<file path="config.mk">
export PLATFORM = sky130hd
export DESIGN_NAME = display_scan_ctrl_flat
export DESIGN_NICKNAME = d
export VERILOG_FILES = /design/src/rtl/display_scan_ctrl_pkg.sv /design/src/rtl/display_scan_ctrl_if.sv /design/src/rtl/display_scan_timer.sv /design/src/rtl/display_scan_ctrl.sv /design/src/flat_wrapper.sv
export SDC_FILE = /design/constraint.sdc
export NUM_CORES = 1
export LEC_CHECK = 0
export CAP_MARGIN = 20
export CORE_MARGIN = 1.5
export CORE_UTILIZATION = 30
export CTS_CLUSTER_SIZE = 40
export DETAILED_ROUTE_END_ITERATION = 10
export SYNTH_ARGS = -nofsm -noshare
export SYNTH_HDL_FRONTEND = slang
export SYNTH_SLANG_ARGS = --single-unit
</file>
<file path="constraint.sdc">
create_clock -name i_clk -period 5.5 [get_ports i_clk]
set_input_delay 1.1 -clock i_clk [delete_from_list [all_inputs] [get_ports i_clk]]
set_output_delay 1.1 -clock i_clk [all_outputs]
set_load 0.1 [all_outputs]
</file>
<file path="src/rtl/display_scan_ctrl_pkg.sv">
// Shared types and constants for the multiplexed 7-segment scan controller.
package display_pkg;

    localparam int unsigned NUM_DIGITS = 6;
    localparam int unsigned SEG_W      = 7;

    typedef logic [2:0] dig_idx_t;

    typedef enum logic [1:0] {
        ST_IDLE,
        ST_BLANK,
        ST_ON,
        ST_OFF
    } scan_state_t;

    localparam dig_idx_t DIG_HOURS_MSB   = 3'd0;
    localparam dig_idx_t DIG_HOURS_LSB   = 3'd1;
    localparam dig_idx_t DIG_MINUTES_MSB = 3'd2;
    localparam dig_idx_t DIG_MINUTES_LSB = 3'd3;
    localparam dig_idx_t DIG_SECONDS_MSB = 3'd4;
    localparam dig_idx_t DIG_SECONDS_LSB = 3'd5;

    // Lit length of a slot: eighths of the non-blanked part, never zero so
    // the dimmest setting still shows something.
    function automatic int unsigned calc_on_len(input logic [2:0]  brightness,
                                                input int unsigned active_len);
        int unsigned len;
        len = (({29'd0, brightness} + 32'd1) * active_len) >> 3;
        if (len == 0) begin
            len = 1;
        end
        return len;
    endfunction

endpackage

</file>
<file path="src/rtl/display_scan_ctrl_if.sv">
// Digit-pattern inputs and pin-side outputs of the scan controller.
// DISPLAY_BLINK_EN adds the per-pair blink mask.
interface display_scan_ctrl_if;
    import display_pkg::*;

    logic                  i_en;
    logic [SEG_W-1:0]      i_hours_msb;
    logic [SEG_W-1:0]      i_hours_lsb;
    logic [SEG_W-1:0]      i_minutes_msb;
    logic [SEG_W-1:0]      i_minutes_lsb;
    logic [SEG_W-1:0]      i_seconds_msb;
    logic [SEG_W-1:0]      i_seconds_lsb;
    logic [2:0]            i_brightness;
`ifdef DISPLAY_BLINK_EN
    logic [2:0]            i_blink_mask;
`endif
    logic [SEG_W-1:0]      o_segments;
    logic [NUM_DIGITS-1:0] o_digit_sel;
    logic                  o_frame_start;

    modport master (
        output i_en, i_hours_msb, i_hours_lsb, i_minutes_msb, i_minutes_lsb,
               i_seconds_msb, i_seconds_lsb, i_brightness,
`ifdef DISPLAY_BLINK_EN
               i_blink_mask,
`endif
        input  o_segments, o_digit_sel, o_frame_start
    );

    modport slave (
        input  i_en, i_hours_msb, i_hours_lsb, i_minutes_msb, i_minutes_lsb,
               i_seconds_msb, i_seconds_lsb, i_brightness,
`ifdef DISPLAY_BLINK_EN
               i_blink_mask,
`endif
        output o_segments, o_digit_sel, o_frame_start
    );

endinterface

</file>
<file path="src/rtl/display_scan_timer.sv">
// Slot and digit counters for the scan: slot_cnt walks one digit slot,
// dig walks hours_msb..seconds_lsb. Flags the last cycle of a slot, the edge
// on which a new frame begins, and drives the registered frame_start pulse.
module display_scan_timer
    import display_pkg::*;
#(
    parameter  int unsigned DIGIT_CYCLES = 1000,
    localparam int unsigned CNT_W        = $clog2(DIGIT_CYCLES)
) (
    input  logic             i_clk,
    input  logic             i_reset,
    input  logic             i_en,
    input  logic             i_active,
    output logic [CNT_W-1:0] o_slot_cnt,
    output dig_idx_t         o_dig,
    output logic             o_slot_end,
    output logic             o_frame_load,
    output logic             o_frame_start
);

    assign o_slot_end   = (o_slot_cnt == CNT_W'(DIGIT_CYCLES - 1));
    // A frame begins either on the enable edge out of idle or after the last slot.
    assign o_frame_load = i_en && (!i_active || (o_slot_end && (o_dig == DIG_SECONDS_LSB)));

    // Advance slot/digit counters; idle or disabled holds them cleared.
    // NOTE: state registers use <= so every flop samples pre-edge values; a
    // blocking = here would make results depend on block evaluation order.
    always_ff @(posedge i_clk or posedge i_reset) begin
        if (i_reset) begin
            o_slot_cnt    <= '0;
            o_dig         <= DIG_HOURS_MSB;
            o_frame_start <= 1'b0;
        end else if (!i_en) begin
            o_slot_cnt    <= '0;
            o_dig         <= DIG_HOURS_MSB;
            o_frame_start <= 1'b0;
        end else begin
            o_frame_start <= o_frame_load;
            if (!i_active || o_slot_end) begin
                o_slot_cnt <= '0;
            end else begin
                o_slot_cnt <= o_slot_cnt + CNT_W'(1);
            end
            if (o_frame_load) begin
                o_dig <= DIG_HOURS_MSB;
            end else if (o_slot_end) begin
                o_dig <= o_dig + 3'd1;
            end
        end
    end

endmodule

</file>
<file path="src/rtl/display_scan_ctrl.sv">
// Multiplexed six-digit 7-segment scan controller with inter-digit blanking,
// 8-level PWM brightness and frame-synchronous input capture.
// Optional feature macro: DISPLAY_BLINK_EN (per-pair blink, i_blink_mask).
module display_scan_ctrl
    import display_pkg::*;
#(
    parameter int unsigned DIGIT_CYCLES = 1000,
    parameter int unsigned BLANK_CYCLES = 8
`ifdef DISPLAY_BLINK_EN
    ,
    parameter int unsigned BLINK_FRAMES = 30
`endif
) (
    input logic                i_clk,
    input logic                i_reset,
    display_scan_ctrl_if.slave bus
);

    localparam int unsigned CNT_W      = $clog2(DIGIT_CYCLES);
    localparam int unsigned ACTIVE_LEN = DIGIT_CYCLES - BLANK_CYCLES;

    scan_state_t           state;
    logic [CNT_W-1:0]      slot_cnt;
    dig_idx_t              dig;
    logic                  slot_end;
    logic                  frame_load;
    logic [SEG_W-1:0]      shadow [NUM_DIGITS];
    logic [2:0]            bright_shadow;
    int unsigned           on_last;
    logic                  lit;
    logic [NUM_DIGITS-1:0] on_sel;
    logic [SEG_W-1:0]      on_seg;

    display_scan_timer #(
        .DIGIT_CYCLES (DIGIT_CYCLES)
    ) u_timer (
        .i_clk         (i_clk),
        .i_reset       (i_reset),
        .i_en          (bus.i_en),
        .i_active      (state != ST_IDLE),
        .o_slot_cnt    (slot_cnt),
        .o_dig         (dig),
        .o_slot_end    (slot_end),
        .o_frame_load  (frame_load),
        .o_frame_start (bus.o_frame_start)
    );

    // Slot count of the final lit cycle for the captured brightness.
    assign on_last = BLANK_CYCLES + calc_on_len(bright_shadow, ACTIVE_LEN) - 1;

    // Capture the digit patterns and brightness only at frame boundaries.
    // NOTE: the shadow bank is reset like ordinary flops because the outputs
    // must be defined zero after reset; it is only six words.
    always_ff @(posedge i_clk or posedge i_reset) begin
        if (i_reset) begin
            for (int i = 0; i < NUM_DIGITS; i++) begin
                shadow[i] <= '0;
            end
            bright_shadow <= '0;
        end else if (frame_load) begin
            shadow[DIG_HOURS_MSB]   <= bus.i_hours_msb;
            shadow[DIG_HOURS_LSB]   <= bus.i_hours_lsb;
            shadow[DIG_MINUTES_MSB] <= bus.i_minutes_msb;
            shadow[DIG_MINUTES_LSB] <= bus.i_minutes_lsb;
            shadow[DIG_SECONDS_MSB] <= bus.i_seconds_msb;
            shadow[DIG_SECONDS_LSB] <= bus.i_seconds_lsb;
            bright_shadow           <= bus.i_brightness;
        end
    end

`ifdef DISPLAY_BLINK_EN
    logic [2:0]                          mask_shadow;
    logic                                blink_phase;
    logic [$clog2(BLINK_FRAMES+1)-1:0]   frame_cnt;
    logic [1:0]                          pair;

    // Capture the blink mask alongside the digit patterns.
    always_ff @(posedge i_clk or posedge i_reset) begin
        if (i_reset) begin
            mask_shadow <= '0;
        end else if (frame_load) begin
            mask_shadow <= bus.i_blink_mask;
        end
    end

    // Toggle the blink phase every BLINK_FRAMES frames; restarts dark-free.
    always_ff @(posedge i_clk or posedge i_reset) begin
        if (i_reset) begin
            frame_cnt   <= '0;
            blink_phase <= 1'b0;
        end else if (state == ST_IDLE || !bus.i_en) begin
            frame_cnt   <= '0;
            blink_phase <= 1'b0;
        end else if (frame_load) begin
            if (32'(frame_cnt) == BLINK_FRAMES - 1) begin
                frame_cnt   <= '0;
                blink_phase <= ~blink_phase;
            end else begin
                frame_cnt <= frame_cnt + 1'b1;
            end
        end
    end

    // Mask bit 2 covers the hours pair, bit 0 the seconds pair.
    assign pair = 2'd2 - 2'(dig >> 1);
    assign lit  = !(blink_phase && mask_shadow[pair]);
`else
    assign lit = 1'b1;
`endif

    // Select and pattern to present when the current slot turns on.
    // NOTE: every output gets a default first so no path leaves it unassigned,
    // which would otherwise infer a latch.
    always_comb begin
        on_sel = '0;
        on_seg = '0;
        if (lit) begin
            on_sel = 6'b10_0000 >> dig;
            on_seg = shadow[dig];
        end
    end

    // Slot FSM: blank, lit for on_len cycles, dark for the remainder.
    always_ff @(posedge i_clk or posedge i_reset) begin
        if (i_reset) begin
            state           <= ST_IDLE;
            bus.o_digit_sel <= '0;
            bus.o_segments  <= '0;
        end else if (state != ST_IDLE && !bus.i_en) begin
            state           <= ST_IDLE;
            bus.o_digit_sel <= '0;
            bus.o_segments  <= '0;
        end else begin
            case (state)
                ST_IDLE: begin
                    if (bus.i_en) begin
                        state <= ST_BLANK;
                    end
                end
                ST_BLANK: begin
                    if (32'(slot_cnt) == BLANK_CYCLES - 1) begin
                        state           <= ST_ON;
                        bus.o_digit_sel <= on_sel;
                        bus.o_segments  <= on_seg;
                    end
                end
                ST_ON: begin
                    // Slot end wins so a full-length lit phase skips OFF.
                    if (slot_end) begin
                        state           <= ST_BLANK;
                        bus.o_digit_sel <= '0;
                        bus.o_segments  <= '0;
                    end else if (32'(slot_cnt) == on_last) begin
                        state           <= ST_OFF;
                        bus.o_digit_sel <= '0;
                        bus.o_segments  <= '0;
                    end
                end
                ST_OFF: begin
                    if (slot_end) begin
                        state <= ST_BLANK;
                    end
                end
                default: begin
                    state <= ST_IDLE;
                end
            endcase
        end
    end

endmodule

</file>
<file path="src/flat_wrapper.sv">
// flat-port wrapper written by rule: the top's interface ports become plain ports
module display_scan_ctrl_flat import display_pkg::*;
#(
    parameter int unsigned DIGIT_CYCLES = 1000,
    parameter int unsigned BLANK_CYCLES = 8

)
  (i_clk, i_reset, bus_i_en, bus_i_hours_msb, bus_i_hours_lsb, bus_i_minutes_msb, bus_i_minutes_lsb, bus_i_seconds_msb, bus_i_seconds_lsb, bus_i_brightness, bus_o_segments, bus_o_digit_sel, bus_o_frame_start);
  display_scan_ctrl_if bus_i ();
  input logic i_clk;
  input logic i_reset;
  input wire logic [$bits(bus_i.i_en)-1:0] bus_i_en;
  input wire logic [$bits(bus_i.i_hours_msb)-1:0] bus_i_hours_msb;
  input wire logic [$bits(bus_i.i_hours_lsb)-1:0] bus_i_hours_lsb;
  input wire logic [$bits(bus_i.i_minutes_msb)-1:0] bus_i_minutes_msb;
  input wire logic [$bits(bus_i.i_minutes_lsb)-1:0] bus_i_minutes_lsb;
  input wire logic [$bits(bus_i.i_seconds_msb)-1:0] bus_i_seconds_msb;
  input wire logic [$bits(bus_i.i_seconds_lsb)-1:0] bus_i_seconds_lsb;
  input wire logic [$bits(bus_i.i_brightness)-1:0] bus_i_brightness;
  output wire logic [$bits(bus_i.o_segments)-1:0] bus_o_segments;
  output wire logic [$bits(bus_i.o_digit_sel)-1:0] bus_o_digit_sel;
  output wire logic [$bits(bus_i.o_frame_start)-1:0] bus_o_frame_start;
  assign bus_i.i_en = bus_i_en;
  assign bus_i.i_hours_msb = bus_i_hours_msb;
  assign bus_i.i_hours_lsb = bus_i_hours_lsb;
  assign bus_i.i_minutes_msb = bus_i_minutes_msb;
  assign bus_i.i_minutes_lsb = bus_i_minutes_lsb;
  assign bus_i.i_seconds_msb = bus_i_seconds_msb;
  assign bus_i.i_seconds_lsb = bus_i_seconds_lsb;
  assign bus_i.i_brightness = bus_i_brightness;
  assign bus_o_segments = bus_i.o_segments;
  assign bus_o_digit_sel = bus_i.o_digit_sel;
  assign bus_o_frame_start = bus_i.o_frame_start;
  display_scan_ctrl #(.DIGIT_CYCLES(DIGIT_CYCLES), .BLANK_CYCLES(BLANK_CYCLES)) u_core (.i_clk(i_clk), .i_reset(i_reset), .bus(bus_i));
endmodule
</file>
Word-level counts from Yosys, hierarchy flattened
Index checks and enable logic that the tools add are counted.
{"block": "classes", "n_addsub": 5, "order_cmp": 1, "multipliers": 1, "bitwise_logic": 1, "muxes": 27, "eq_ne": 12, "shift": 1, "reduce_logical": 13}
{"operator": "two-way mux 7 bit", "n": 6}
{"operator": "adder 4 x 32 -> 32 bit (first input constant)", "n": 1}
{"operator": "equality test 10 x 32 -> 1 bit", "n": 1}
{"operator": "logical NOT 32 bit", "n": 1}
{"operator": "multiplier 32 x 5 -> 27 bit (second input constant)", "n": 1}
{"operator": "subtractor 32 x 1 -> 32 bit (second input constant)", "n": 1}
{"operator": "two-way mux 29 bit", "n": 1}
{"operator": "two-way mux 6 bit", "n": 4}
{"operator": "binary-select mux 7 bit (select 3 bit)", "n": 1}
{"operator": "two-way mux 10 bit", "n": 2}
{"operator": "one-hot mux 7 bit (2 select lines)", "n": 1}
{"operator": "two-way mux 2 bit", "n": 6}
{"operator": "one-hot mux 6 bit (2 select lines)", "n": 1}
{"operator": "adder 10 x 1 -> 10 bit (second input constant)", "n": 1}
{"operator": "equality test 10 bit (second input constant)", "n": 1}
{"operator": "equality test 10 x 3 -> 1 bit (second input constant)", "n": 1}
{"operator": "two-way mux 3 bit", "n": 3}
{"operator": "one-hot mux 2 bit (4 select lines)", "n": 1}
{"operator": "inequality test 3 x 1 -> 1 bit (second input constant)", "n": 2}
{"operator": "inequality test 3 x 2 -> 1 bit (second input constant)", "n": 2}
{"operator": ">> shifter 6 x 3 -> 6 bit (first input constant)", "n": 1}
{"operator": "adder 3 x 1 -> 4 bit (second input constant)", "n": 1}
{"operator": "equality test 2 bit (second input constant)", "n": 2}
{"operator": "greater-or-equal comparator 4 bit (second input constant)", "n": 1}
{"operator": "14 further kinds", "n": 18}
{"block": "word_totals", "ff_bits": 74, "elab_cells": 74}

Longest topological paths before layout
{"block": "depth", "depth_word": 11, "depth_mapped": 18, "depth_no_buf": 16}

Hierarchy
Synthesis repeated with hierarchy kept, for this count alone.
{"block": "hier_totals", "cells_unflattened": 342, "hier_area_um2": 4176.5}
{"mod": "display_scan_ctrl", "instances": 1, "seq_area_each_um2": 1501.4, "cells_each": 270, "area_per_inst_um2": 3463.3}
{"mod": "display_scan_timer", "instances": 1, "seq_area_each_um2": 350.3, "cells_each": 72, "area_per_inst_um2": 713.2}

Worst setup path after synthesis
OpenSTA, ideal clock, no wires.
{"block": "synth_path", "kind": "reg-to-reg", "startpoint": "register u_core.bright_shadow[0]", "endpoint": "register u_core.state[1]", "synth_period_minus_slack_ns": 5.219, "path_stages_with_launch": 18, "required_time_ns": 5.421, "slack_ns": 0.281, "arrival_ns": 5.140, "path_cell_list": "dfrtp_1 clkbuf_1 inv_1 ha_1 inv_1 fa_1 inv_1 fa_1 inv_1 fa_1 nand2b_1 a21oi_2 xnor2_1 or4_4 o21a_1 or4_4 o31ai_4 mux2i_1"}
{"block": "synth_via", "elab_chain_len": 9}
{"element": "start: declaration", "line": "display_scan_ctrl.sv:28", "text": "logic [2:0] bright_shadow;"}
{"element": "start signal: assignment", "line": "display_scan_ctrl.sv:67", "text": "bright_shadow <= bus.i_brightness;"}
{"element": "adder 3 x 1 -> 4 bit (*)", "line": "display_scan_ctrl_pkg.sv:28", "text": "len = (({29'd0, brightness} + 32'd1) * active_len) >> 3;"}
{"element": "multiplier 32 x 5 -> 27 bit (*)", "line": "display_scan_ctrl_pkg.sv:28"}
{"element": "logical NOT 32 bit", "line": "display_scan_ctrl_pkg.sv:29", "text": "if (len == 0) begin"}
{"element": "two-way mux 29 bit (*)", "line": "display_scan_ctrl_pkg.sv:29"}
{"element": "adder 4 x 32 -> 32 bit (*)", "line": "display_scan_ctrl.sv:49", "text": "assign on_last = BLANK_CYCLES + calc_on_len(bright_shadow, ACTIVE_LEN) - 1;"}
{"element": "subtractor 32 x 1 -> 32 bit (*)", "line": "display_scan_ctrl.sv:49"}
{"element": "equality test 10 x 32 -> 1 bit (*)", "line": "display_scan_ctrl.sv:153", "text": "end else if (32'(slot_cnt) == on_last) begin"}
{"element": "inequality test 4 x 2 -> 1 bit (no line) (*)"}
{"element": "AND reduction 4 bit (no line) (*)"}
{"element": "end signal: assignment", "line": "display_scan_ctrl.sv:150", "text": "state <= ST_BLANK;"}
{"element": "end signal: assignment", "line": "display_scan_ctrl.sv:154", "text": "state <= ST_OFF;"}
{"element": "end signal: assignment", "line": "display_scan_ctrl.sv:161", "text": "state <= ST_BLANK;"}
{"element": "end: declaration", "line": "display_scan_ctrl.sv:22", "text": "scan_state_t state;"}
Every way passes the cells marked *; elsewhere a longest branch is shown, timed or not.
A chain may end at the register's enable or synchronous reset.

Final worst setup path
Ends and elaborated chain as after synthesis.

==> results.md <==
- Worst EP required: 5.75 ns
- Vias per inst: 4.88
- DR pass1 iterations: 4
- Ports: 62
- Max-cap violations: 0
- Chip Width: 124 um
- Top cells by area, synth: dfrtp_1, mux2_2, ha_1
- CP Cell Sequence: ha_1, xor2_2, inv_1, fa_1, inv_1, fa_1, inv_1, fa_1, nand2b_1, a21oi_2, xnor2_1, or4_4, o21a_1, or4_4, o31ai_4, mux2i_1
- TritonCTS Sinks: 74
- Critical Path AT: 5.45 ns
- Mapped Area: 0.00438 mm2
- Number of flops mapped to enable cells by yosys: 0
- Worst path slowest cell: or4_4
- Largest net degree at the start of global routing: 39
- Port Buffers: 61
- Async SR Flop Fraction: 1.00
- Post-Syn Instances: 399
- Worst-path clk slew: 0.06 ns
- #FFs+latches synth: 74
- DR vias: 3163
- Final net count: 542
- Hold-fix buffers at CTS: 0
- Post-DP HPWL: 7.18 mm
- Area leader, netlist: dfrtp_1
- Die Y: 124 um
- Actual slew at the worst max-slew pin: 1.02 ns
- Outcome: finished clean
- Worst Setup SP: u_core.bright_shadow[0]
- Final ANT Viol Nets: 0
- Final Hold Vio Count: 0
- Setup Viol. Count Final: 0
- Final period util: 0.946
- Antenna Cells: 0
- Initial antenna violation count: 0
- DRT Wirelength: 9.59 mm
- Min Tclk post-route: 5.20 ns
- Remaining DRCs: 0
- FP Rows: 43
- First-pass GRT wire length: 16.2 mm
- Inserted Clock Buffers: 9
- Reg-to-reg critical path startpoint: u_core.bright_shadow[0]
- R2r worst-path depth: 16
- CP startpoint kind: register
- Levels on crit path: 16
- Final Max Tran Viols: 0
- CP Max Fanout: 10
- Critical Path End Type: register
- Clock Path Buffers: 2
- Setup slack after layout: 0.295 ns
- Area grow syn2layout: 26.6%
- Mapped Nets: 478
- Tot GR Track Use: 0.136
- Placeable Area: 0.0140 mm2
- F_max: 192 MHz
- Initial DRC count: 164
- CP top delay family: adder cells
- Crit Reg-Reg Endpoint: u_core.state[1]
- Reg2reg setup slack: 0.30 ns
- CP bufs+invs: 3
- Clock root cell: clkbuf_16
- Syn Area/Cell: 11.0 um2
- WL per Instance: 14.8 um
- Prevailing post-synth register cell: dfrtp_1
- H-tree levels: 3
- Final Util: 0.394
- CP Class: register to register
- CP peak stage delay: 0.57 ns
- CTS tree: yes
- Crit path capture: u_core.state[1]
- Yosys top cell area share: 0.423
- RD Place Congestion: 0.845
- Post-synth cell types: 51
- Yosys warnings: 0
- Share of cells above drive strength 1: 0.179
- Gr ovfl total: 0
- Headroom to the max-slew limit: 0.321
- Skew final: 0.00772 ns
- Worst Hold Class: register to register
- Initial Utilization: 0.312
- Later-pin clock latency in the skew report: 0.33 ns
- Seq/Total Area, Yosys: 0.423
- Die area: 0.0153 mm2
- Pre-CTS WS: 0.182 ns
- Vias in the first global route: 3283
-- layout by cell type, fill, tap and decap left out, types with 3 or more instances in the layout --
cell type        count
nor2_1              31
nor4_1               4
nand4_1              4
buf_4                5
nor3_1              10
o21ai_0              4
nor2b_1              3
nand2b_1             8
xnor2_1             12
nand2_1             26
a21oi_1             18
nand3_1             12
mux2_2              43
clkbuf_16            9
inv_1               21
xor2_1              10
fa_1                 6
clkdlybuf4s50_1     61
ha_1                25
o211ai_1             4
inv_6                3
dfrtp_1             73
mux2i_1             19
and2_1               3
and3_1               4
mux4_2               7
o21a_1               3
-- layer usage --
metal | global-route usage | share of wire
met5 | 0 | 0
met3 | 0.0375 | 0.051
met4 | 0.0280 | 0.0060
met2 | 0.214 | 0.48
met1 | 0.188 | 0.47
-- stage by stage --
step	TNS [ns]	instance area [um2]	hold WS, ns	instances
after global placement	0	5200	0.448	630
final	0	5540	0.472	648
after global routing	-0.00653	5540	0.504	648
after floorplan	0	4380	0.433	399
after CTS	0	5520	0.480	648
after detailed placement	0	5230	0.461	632
-- registers in the layout, summed over array words and instances (netlist names) --
register,count
u_core.bright_shadow,3
u_core.bus.o_digit_sel,6
u_core.bus.o_segments,7
u_core.shadow,42
u_core.state,2
u_core.u_timer.o_dig,3
u_core.u_timer.o_frame_start,1
u_core.u_timer.o_slot_cnt,10
-- cells in the mapped netlist, drive strengths merged (3+ instances only) --
| master | count |
|---|---|
| mux2 | 43 |
| nand4 | 4 |
| mux4 | 7 |
| and3 | 4 |
| nand2 | 26 |
| clkbuf | 8 |
| o211ai | 4 |
| inv | 22 |
| xnor2 | 12 |
| nand2b | 8 |
| nor4 | 5 |
| mux2i | 19 |
| dfrtp | 74 |
| o21ai | 4 |
| fa | 6 |
| nor3 | 10 |
| nor2b | 3 |
| a21oi | 19 |
| and2 | 4 |
| buf | 7 |
| or4 | 3 |
| xor2 | 11 |
| ha | 25 |
| nor2 | 32 |
| nand3 | 12 |
| o21a | 3 |
-- logic make-up (layout without fill, tap and decap cells) --
| group | Yosys count | in the layout | share of synthesized area |
|---|---|---|---|
| AO/OA/AOI/OAI | 46 | 46 | 0.0732 |
| XOR/XNOR | 23 | 23 | 0.0460 |
| multiplexers | 69 | 69 | 0.190 |
| AND/OR/NAND/NOR | 119 | 119 | 0.136 |
| adder cells (fa/ha/maj) | 31 | 31 | 0.0989 |
| buffers and inverters | 37 | 106 | 0.0320 |
| flip-flops | 74 | 74 | 0.423 |
-- cell type report --
class,count,area [um2]
clock inverter,7,66.3
timing repair buffer,68,681
clock buffer,9,225
inverter,22,82.6
sequential,74,1850
tap,180,225
fill,1323,8500
multi-input combinational,288,2400
-- how the worst min path moves through the flow --
| stage | start | to | slack, ns | depth (start not counted) |
|---|---|---|---|---|
| 3_3_place_gp | u_core.u_timer.o_slot_cnt[0] | u_core.u_timer.o_slot_cnt[0] | 0.45 | 1 |
| 6_report | u_core.u_timer.o_slot_cnt[0] | u_core.u_timer.o_slot_cnt[0] | 0.47 | 1 |
| 4_1_cts | u_core.u_timer.o_slot_cnt[0] | u_core.u_timer.o_slot_cnt[0] | 0.48 | 1 |
| 3_5_place_dp | u_core.u_timer.o_slot_cnt[0] | u_core.u_timer.o_slot_cnt[0] | 0.46 | 1 |
| 5_1_grt | u_core.u_timer.o_slot_cnt[0] | u_core.u_timer.o_slot_cnt[0] | 0.50 | 1 |
| 2_1_floorplan | u_core.u_timer.o_slot_cnt[0] | u_core.u_timer.o_slot_cnt[0] | 0.43 | 1 |
-- timing repair --
item | CTS | global route
setup buffers | 0 | 0
endpoints found under the setup margin | 0 | 15
resized for setup | 0 | 4
Power is left out: the tool's default activity adds up to more than one toggle a clock period on the data nets, which glitch-free logic cannot reach.
